### src/rtl/seg_pkg.sv
// Shared definitions for the multiplexed 4-digit seven-segment driver.
// Holds the scan FSM state type, the active-low hex font and default timing values.
// No logic here; imported by the display top and the font decoder.
package seg_pkg;

  // Default timing at a 100 MHz clock
  localparam int REFRESH_DIV_DEF = 100000;
  localparam int DEAD_CYCLES_DEF = 1000;
  localparam int BLINK_DIV_DEF   = 25000000;

  // Scan FSM: all anodes dark, or one digit driven
  typedef enum logic [0:0] {
    ST_BLANK = 1'b0,
    ST_SHOW  = 1'b1
  } scan_state_t;

  // Active-low {g,f,e,d,c,b,a} patterns; index 0 is the rightmost entry
  localparam logic [15:0][6:0] FONT_TABLE = {
    7'h0E, 7'h06, 7'h21, 7'h46,   // F E d C
    7'h03, 7'h08, 7'h10, 7'h00,   // b A 9 8
    7'h78, 7'h02, 7'h12, 7'h19,   // 7 6 5 4
    7'h30, 7'h24, 7'h79, 7'h40    // 3 2 1 0
  };

  function automatic logic [6:0] font_lookup(input logic [3:0] nibble);
    return FONT_TABLE[nibble];
  endfunction

endpackage

### src/rtl/seg_font.sv
// Hex nibble to active-low seven-segment pattern decoder.
// Latency: purely combinational.
// Backpressure: none; output follows input.
module seg_font
  import seg_pkg::*;
(
  input  logic [3:0] nibble,
  output logic [6:0] pattern
);

  // Table lookup of the glyph for the selected digit
  always_comb begin
    pattern = font_lookup(nibble);
  end

endmodule

### src/rtl/segment_display.sv
// Time-multiplexed 4-digit seven-segment driver with dead time and per-digit blink.
// Latency: seg/an are registered, one cycle behind scan state and shadow registers.
// Backpressure: none; load is a fire-and-forget strobe into shadow registers.
module segment_display
  import seg_pkg::*;
#(
  parameter int REFRESH_DIV = REFRESH_DIV_DEF,
  parameter int DEAD_CYCLES = DEAD_CYCLES_DEF,
  parameter int BLINK_DIV   = BLINK_DIV_DEF
) (
  input  logic        clk,
  input  logic        rst_n,
  input  logic [15:0] digits_in,
  input  logic [3:0]  dp_in,
  input  logic [3:0]  en_in,
  input  logic [3:0]  blink_in,
  input  logic        load,
  output logic [7:0]  seg,
  output logic [3:0]  an
);

  localparam logic [31:0] SHOW_LEN  = 32'(REFRESH_DIV);
  localparam logic [31:0] BLANK_LEN = 32'(DEAD_CYCLES);
  localparam logic [31:0] BLINK_MAX = 32'(BLINK_DIV - 1);

  // Shadow copies of the display request
  logic [15:0] dig_q;
  logic [3:0]  dp_q;
  logic [3:0]  en_q;
  logic [3:0]  blink_q;

  // Scan timing
  scan_state_t state_q;
  logic [1:0]  idx_q;
  logic [31:0] scan_cnt_q;

  // Free-running blink timebase
  logic [31:0] blink_cnt_q;
  logic        blink_phase_q;

  // Next-output decode
  logic [3:0]  cur_nib;
  logic [6:0]  font_pat;
  logic        lit;
  logic [7:0]  seg_nxt;
  logic [3:0]  an_nxt;

  // Capture the request only on a load strobe; later loads overwrite earlier ones
  always_ff @(posedge clk or negedge rst_n) begin
    if (!rst_n) begin
      dig_q   <= '0;
      dp_q    <= '0;
      en_q    <= '0;
      blink_q <= '0;
    end else if (load) begin
      dig_q   <= digits_in;
      dp_q    <= dp_in;
      en_q    <= en_in;
      blink_q <= blink_in;
    end
  end

  // Scan sequencer: each state counts down its own length, idx advances leaving SHOW
  always_ff @(posedge clk or negedge rst_n) begin
    if (!rst_n) begin
      state_q    <= ST_BLANK;
      idx_q      <= 2'd0;
      scan_cnt_q <= BLANK_LEN;
    end else if (scan_cnt_q == 32'd1) begin
      if (state_q == ST_BLANK) begin
        state_q    <= ST_SHOW;
        scan_cnt_q <= SHOW_LEN;
      end else begin
        state_q    <= ST_BLANK;
        idx_q      <= idx_q + 2'd1;
        scan_cnt_q <= BLANK_LEN;
      end
    end else begin
      scan_cnt_q <= scan_cnt_q - 32'd1;
    end
  end

  // Blink phase flips every BLINK_DIV cycles regardless of what the scan is doing
  always_ff @(posedge clk or negedge rst_n) begin
    if (!rst_n) begin
      blink_cnt_q   <= '0;
      blink_phase_q <= 1'b0;
    end else if (blink_cnt_q == BLINK_MAX) begin
      blink_cnt_q   <= '0;
      blink_phase_q <= ~blink_phase_q;
    end else begin
      blink_cnt_q   <= blink_cnt_q + 32'd1;
    end
  end

  seg_font u_font (
    .nibble  (cur_nib),
    .pattern (font_pat)
  );

  // Decide whether the current digit is lit and build its anode/segment drive
  always_comb begin
    cur_nib = dig_q[{idx_q, 2'b00} +: 4];
    lit     = (state_q == ST_SHOW) && en_q[idx_q] && !(blink_q[idx_q] && blink_phase_q);
    seg_nxt = 8'hFF;
    an_nxt  = 4'hF;
    if (lit) begin
      seg_nxt = {~dp_q[idx_q], font_pat};
      an_nxt  = ~(4'b0001 << idx_q);
    end
  end

  // Register the pin drive so anode and segment edges line up glitch-free
  always_ff @(posedge clk or negedge rst_n) begin
    if (!rst_n) begin
      seg <= 8'hFF;
      an  <= 4'hF;
    end else begin
      seg <= seg_nxt;
      an  <= an_nxt;
    end
  end

endmodule

### config.mk
export PLATFORM = sky130hd
export DESIGN_NAME = segment_display
export DESIGN_NICKNAME = d
export VERILOG_FILES = /design/src/rtl/seg_pkg.sv /design/src/rtl/seg_font.sv /design/src/rtl/segment_display.sv
export SDC_FILE = /design/constraint.sdc
export NUM_CORES = 1
export LEC_CHECK = 0
export BUFFER_PORTS_ARGS = -buffer_cell sky130_fd_sc_hd__buf_2
export CAP_MARGIN = 40
export CORE_MARGIN = 2
export CORE_UTILIZATION = 30
export CTS_CLUSTER_DIAMETER = 80
export DETAILED_ROUTE_END_ITERATION = 8
export SLEW_MARGIN = 20
export SYNTH_ARGS = -nofsm -noshare
export SYNTH_HDL_FRONTEND = slang
export SYNTH_SLANG_ARGS = --single-unit
### constraint.sdc
create_clock -name clk -period 3.2 [get_ports clk]
set_clock_uncertainty 0.2 [all_clocks]
set_input_delay 0.64 -clock clk [delete_from_list [all_inputs] [get_ports clk]]
set_output_delay 0.64 -clock clk [all_outputs]
set_load 0.01 [all_outputs]
Word level (Yosys, flattened, before mapping)
Memory sizes are Yosys's and may differ from the RTL's.
Cells that the tools add are included.
W data, S select, Z words.
Storage, ports and cells
  flip-flop bits (word level): 108
  memory bits (read-only): 112
  word-level logic and storage cells: 42
  output and inout port bits: 12
  memories kept: 1
  input port bits: 31
Memory list
  (no name shown): words 16, width 7, read ports 1, clocked after memory_dff 0, write ports 0, line seg_pkg.sv:26  | return FONT_TABLE[nibble];
Operators by class
  $add $sub $neg: 3
  order comparisons: 2
  shifts and indexed selects: 2
  bitwise operators: 3
  reduce and logical (&&, ||, !) cells: 5
  eq/ne operators: 2
  muxes and demuxes: 13
Operators by type and width (number)
  $mux W32: 2
  $add A32 B1 Y32 const B: 1
  $eq A32 B1 Y1 const B: 1
  $eq A32 B25 Y1 const B: 1
  $sub A32 B1 Y32 const B: 1
  $mux W17: 1
  $shiftx A16 B5 Y4: 1
  $mux W8: 1
  $mux W7: 1
  $bmux W1 S2: 3
  $lt A4 B5 Y1 const B: 1
  $mux W1: 4
  $mux W4: 1
  $not A4 Y4: 1
  $shl A1 B2 Y4 const A: 1
  $logic_and A1 B1 Y1: 3
  $lt A2 B3 Y1 const B: 1
  $add A2 B1 Y2 const B: 1
  $not A1 Y1: 2
  $reduce_and A2 Y1: 1
  $logic_not A1 Y1: 1

Depth between registers and ports, before layout
  depth in word-level cells: 6
  depth in mapped cells: 8
  depth with buffers taken out: 7

Cells and area by module
From an unflattened synthesis, not the netlist that was laid out.
Second synthesis, totals
  cells, all modules: 483
  area total of the unflattened synthesis: 5287.6 um^2
By module, submodules not included
  segment_display: cells an instance 448, area each 5039.8 um^2, times used 1, seq. area each 2725.1 um^2
  seg_font: cells an instance 35, area each 247.7 um^2, times used 1, seq. area each 0.0 um^2

Worst setup path before layout
OpenSTA, ideal clock, no wires.
  path kind: reg-to-reg
  start: register scan_cnt_q[0]
  end: register scan_cnt_q[30]
  stages on the path, launching flop included: 9
  library setup time: 125 ps
  path buffers: 1
  arrival: 2160 ps
  data required time: 2875 ps
  path slack: 715 ps
  clock period less this slack: 2485 ps
  cell sequence: dfrtp_1 -> inv_1 -> ha_1 -> nor3b_1 -> and4_1 -> buf_2 -> nand2_1 -> nor4b_1 -> mux2_2
Between the ends
  word-level cells in the longest chain between the ends: 2
  elaborated cells between the ends (all ways): 3
  those cells by class: 1 x add/sub; 1 x eq/ne; 1 x mux
Ends and longest elaborated chain
  start, declared: line segment_display.sv:35  | logic [31:0] scan_cnt_q;
  start signal, assigned: line segment_display.sv:79  | scan_cnt_q <= scan_cnt_q - 32'd1;
  $sub A32 B1 Y32 or $eq A32 B1 Y1 (tied branches): line segment_display.sv:79, segment_display.sv:69
  $mux W32 *: line segment_display.sv:69  | end else if (scan_cnt_q == 32'd1) begin
Mark *: on every way between the ends. The rest lies on a longest branch, timed or not.
A chain may end at the register's enable or synchronous reset.

Final worst setup path
  start: register scan_cnt_q[1]
  end: register scan_cnt_q[27]
The elaborated chain is that of the path after synthesis.

==> flow_results.org <==
** STA
- After layout, the minimum clock period comes to 2.79 ns.
- Least-Margin Pin Slew :: 0.629 ns
- Setup violations remaining at the end of the flow were counted as 0.
- The number of hold violations in the final report was 0.
- For the final routed database, the setup TNS stands at 0 ns.
- Unrepaired setup endpoints after global routing :: no
- Period utilization :: 0.872
- Fmax :: 358 MHz
- The number of pins exceeding their max-slew limit in the final report is 0.
- In this run the tightest slew margin relative to its limit is 0.580.

** GRT
- The number of antenna violations at the first check in global routing was 0.
- Wire length of the first global-routing pass :: 18800 um
- Largest net degree at the start of global routing :: 47
- Vias in the first global route :: 3883
- Total track usage :: 0.124
- Global-route congestion overflow total :: 0

** Floorplan
- Vertical die dimension :: 137 um
- In this run the count of I/O pins placed on the die edge is 43.
- Die footprint :: 18700 sq um
- After floorplanning, the core was sized to cover 17200 sq um.
- Number of placement rows :: 48
- Die span in x :: 137 um
- The initial utilization of the core area, before any placement, comes to 0.306.

** Synthesis
- Synth Instances :: 484
- The synthesized netlist contains 57 unique library cells.
- Of all cell types, the one taking the most synthesized area is sky130_fd_sc_hd__dfrtp_1.
- For this run, asynchronously set or reset flops after synthesis account for 1.00.
- Sequential cell area fraction in the yosys report :: 0.516
- Mapped cell area :: 5280 sq um
- After synthesis the netlist holds a flip-flop and latch count of 108.
- In the synthesized netlist the dominant register cell turns out to be sky130_fd_sc_hd__dfrtp_1.
- Main area contributors after synthesis :: sky130_fd_sc_hd__dfrtp_1, sky130_fd_sc_hd__dfstp_2, sky130_fd_sc_hd__mux2_2
- Yosys printed 0 warnings.
- Counting flops with a built-in enable in the synthesized netlist gives 0.
- The share of synthesized area in the top cell type comes to 0.426.
- Number of nets produced by synthesis :: 528
- Mapped Avg Cell Area :: 10.9 sq um

** Hold path
- Hold Crit Class :: input port to async pin

** Clocking
- The H-tree was split into 3 levels.
- For the worst-skew pair, the clock arrives at the later sink with an insertion delay of 0.34 ns.
- Clock input transition at the sequential cells of the worst setup and hold paths :: 0.07 ns
- Number of CTS-inserted buffers :: 9
- Clk sinks :: 108
- Clock tree from TritonCTS :: yes
- Hold-fix buffer count after cts :: 0
- Gates resized during post-CTS repair numbered 0.
- In this run the clock root is driven by a sky130_fd_sc_hd__clkbuf_16.
- Clock Path Buffers :: 2
- Post-CTS Setup Bufs :: 0

** Worst setup path
- The worst register-to-register path has a depth of 7.
- STA classifies the critical path endpoint as a flop.
- Largest fanout on the critical path :: 13
- The signal on the critical path passes through inv_1, ha_1, or4b_2, nor3_2, and2_1, nor2_1, a32o_1.
- Critical Path RT :: 3.23 ns
- CP Class :: flop to flop
- Cell at the slowest stage of the critical path :: sky130_fd_sc_hd__or4b_2
- The worst setup path is launched from a flop.
- For this run, the slowest stage of the critical path takes 0.59 ns.
- Worst EP arrival :: 2.82 ns

** Placement
- The congestion estimate from routability-driven global placement came to 0.832.
- Half-perimeter wire length of the detailed placement result :: 7730 um
- Cell count after placement :: 749
- In this run the tool buffered the top-level ports with 42 buffer cells.

** Pwr
- Final Power :: 0.00280 W
- IR drop worst, VDD :: 0.258 mV
- Dividing total power by cell area gives a power density of 457 nW/um^2.
- Standby leakage power :: 2.47 nW

** Final layout
- Share of final-layout standard cells stronger than drive strength 1 :: 0.252
- N_diodes :: 0
- Relative to the synthesized area, the layout overhead comes to 16.1%.
- The multi-input combinational cells in the finished layout cover a total of 2440 sq um.
- The sequential cells in the finished layout cover a total of 2730 sq um.
- Finished Layout Cells :: 765
- Final layout net count :: 579
- Counting the fill cells in the layout gives 1694.

** Detailed routing
- Dividing the detail-routed wire length by the instance count gives 13.9 um.
- Residual DRC :: 0
- The first detailed-routing pass took 4 iterations.
- Dividing the detail-routed via count by the number of cells gives 5.00.
- Drt total wl :: 10700 um
- The detailed router finished its first iteration with 236 violations.
- Post-DRT Antenna Nets :: 0
- Vias :: 3828

** Status
- Status :: completed

** Run
- Max-cap violations :: 0
-- registers in the layout (all words and copies together) (netlist names) --
name / cells
state_q: 1
seg: 8
en_q: 4
dig_q: 16
idx_q: 2
scan_cnt_q: 32
blink_cnt_q: 32
dp_q: 4
blink_q: 4
blink_phase_q: 1
an: 4
-- layout make-up --
type,instances,share of cell area
clock buffer,13,0.0425
clock inverter,3,0.0112
inverter,11,0.00674
multi-input combinational,350,0.398
sequential,108,0.445
tap,225,0.0459
timing repair buffer,55,0.0506
-- metrics by stage --
step,hold slack (ns),setup slack (ns),utilization,area [sq um]
finish,0.0863,0.409,0.356,6130
global route,0.127,0.208,0.356,6130
CTS,0.106,0.388,0.356,6130
detailed placement,0.269,0.405,0.337,5800
floorplan,0.144,0.715,-,5280
global placement,0.262,0.497,0.337,5800
-- kinds of logic (layout without fill, tap and decap cells) --
| family | Yosys count | count (layout) | share of synthesized area |
|---|---|---|---|
| AND/OR/NAND/NOR | 187 | 187 | 0.182 |
| flip-flops | 108 | 108 | 0.516 |
| AO/OA/AOI/OAI | 65 | 65 | 0.0834 |
| multiplexers | 43 | 43 | 0.0969 |
| XOR/XNOR | 42 | 42 | 0.0697 |
| buffers and inverters | 26 | 82 | 0.0216 |
| adder cells (fa/ha/maj) | 13 | 13 | 0.0308 |
-- worst max-delay path: cells and delay by family (launching register included) --
kind            cells  cell delay (ns)
compound gates      1             0.30
buf+inv             1             0.09
fa+ha+maj           1             0.14
flops               1             0.39
simple gates        4             1.55
-- cells in the final DEF (no fill, tap or decap), drive strengths merged, types with 11 or more instances in the layout --
cell type	n
a21oi	12
buf	55
clkbuf	13
dfrtp	90
dfstp	18
ha	13
mux2	35
nand2	46
nand3	21
nand4	11
nor2	49
nor3	15
o21ai	20
xnor2	22
xor2	20
-- final timing paths --
kind	from	end	slack [ns]
max	scan_cnt_q[1]	scan_cnt_q[27]	0.41
min	rst_n	en_q[3]	0.09
max reg2reg	scan_cnt_q[1]	scan_cnt_q[27]	0.41
min reg2reg	blink_cnt_q[31]	blink_cnt_q[31]	0.28
max in group asynchronous	rst_n	scan_cnt_q[7]	1.90
min in group clk	blink_cnt_q[31]	blink_cnt_q[31]	0.28
-- synthesized netlist by cell type, drive strengths merged (2+ instances only) --
| cell | instances |
|---|---|
| dfrtp | 90 |
| nor2 | 49 |
| nand2 | 46 |
| mux2 | 35 |
| xnor2 | 22 |
| nand3 | 21 |
| o21ai | 20 |
| xor2 | 20 |
| dfstp | 18 |
| nor3 | 15 |
| ha | 13 |
| a21oi | 12 |
| nand4 | 11 |
| inv | 10 |
| nor4 | 9 |
| buf | 8 |
| and3 | 7 |
| clkbuf | 7 |
| or4 | 7 |
| mux2i | 5 |
| nor4b | 5 |
| a211oi | 4 |
| a32o | 4 |
| o221ai | 4 |
| or3 | 4 |
| a21o | 3 |
| a31oi | 3 |
| and4 | 3 |
| mux4 | 3 |
| o211ai | 3 |
| and2 | 2 |
| nor2b | 2 |
| nor3b | 2 |
| o31ai | 2 |
| o41ai | 2 |
-- metal layers --
| layer | GRT usage | vias up | wire [um] |
|---|---|---|---|
| li1 | - | 1835 | - |
| met1 | 0.167 | 1929 | 5090 |
| met2 | 0.203 | 56 | 5170 |
| met3 | 0.0263 | 8 | 268 |
| met4 | 0.0359 | 0 | 128 |
| met5 | 0 | - | 0 |
-- report_power, final --
group	leakage [nW]	switching, W	internal [W]
clock network	0.160	0.000478	0.000731
logic	1.07	0.0000914	0.0000785
registers	1.24	0.0000200	0.00140
No activity file was read; power rests on OpenSTA's default activity.
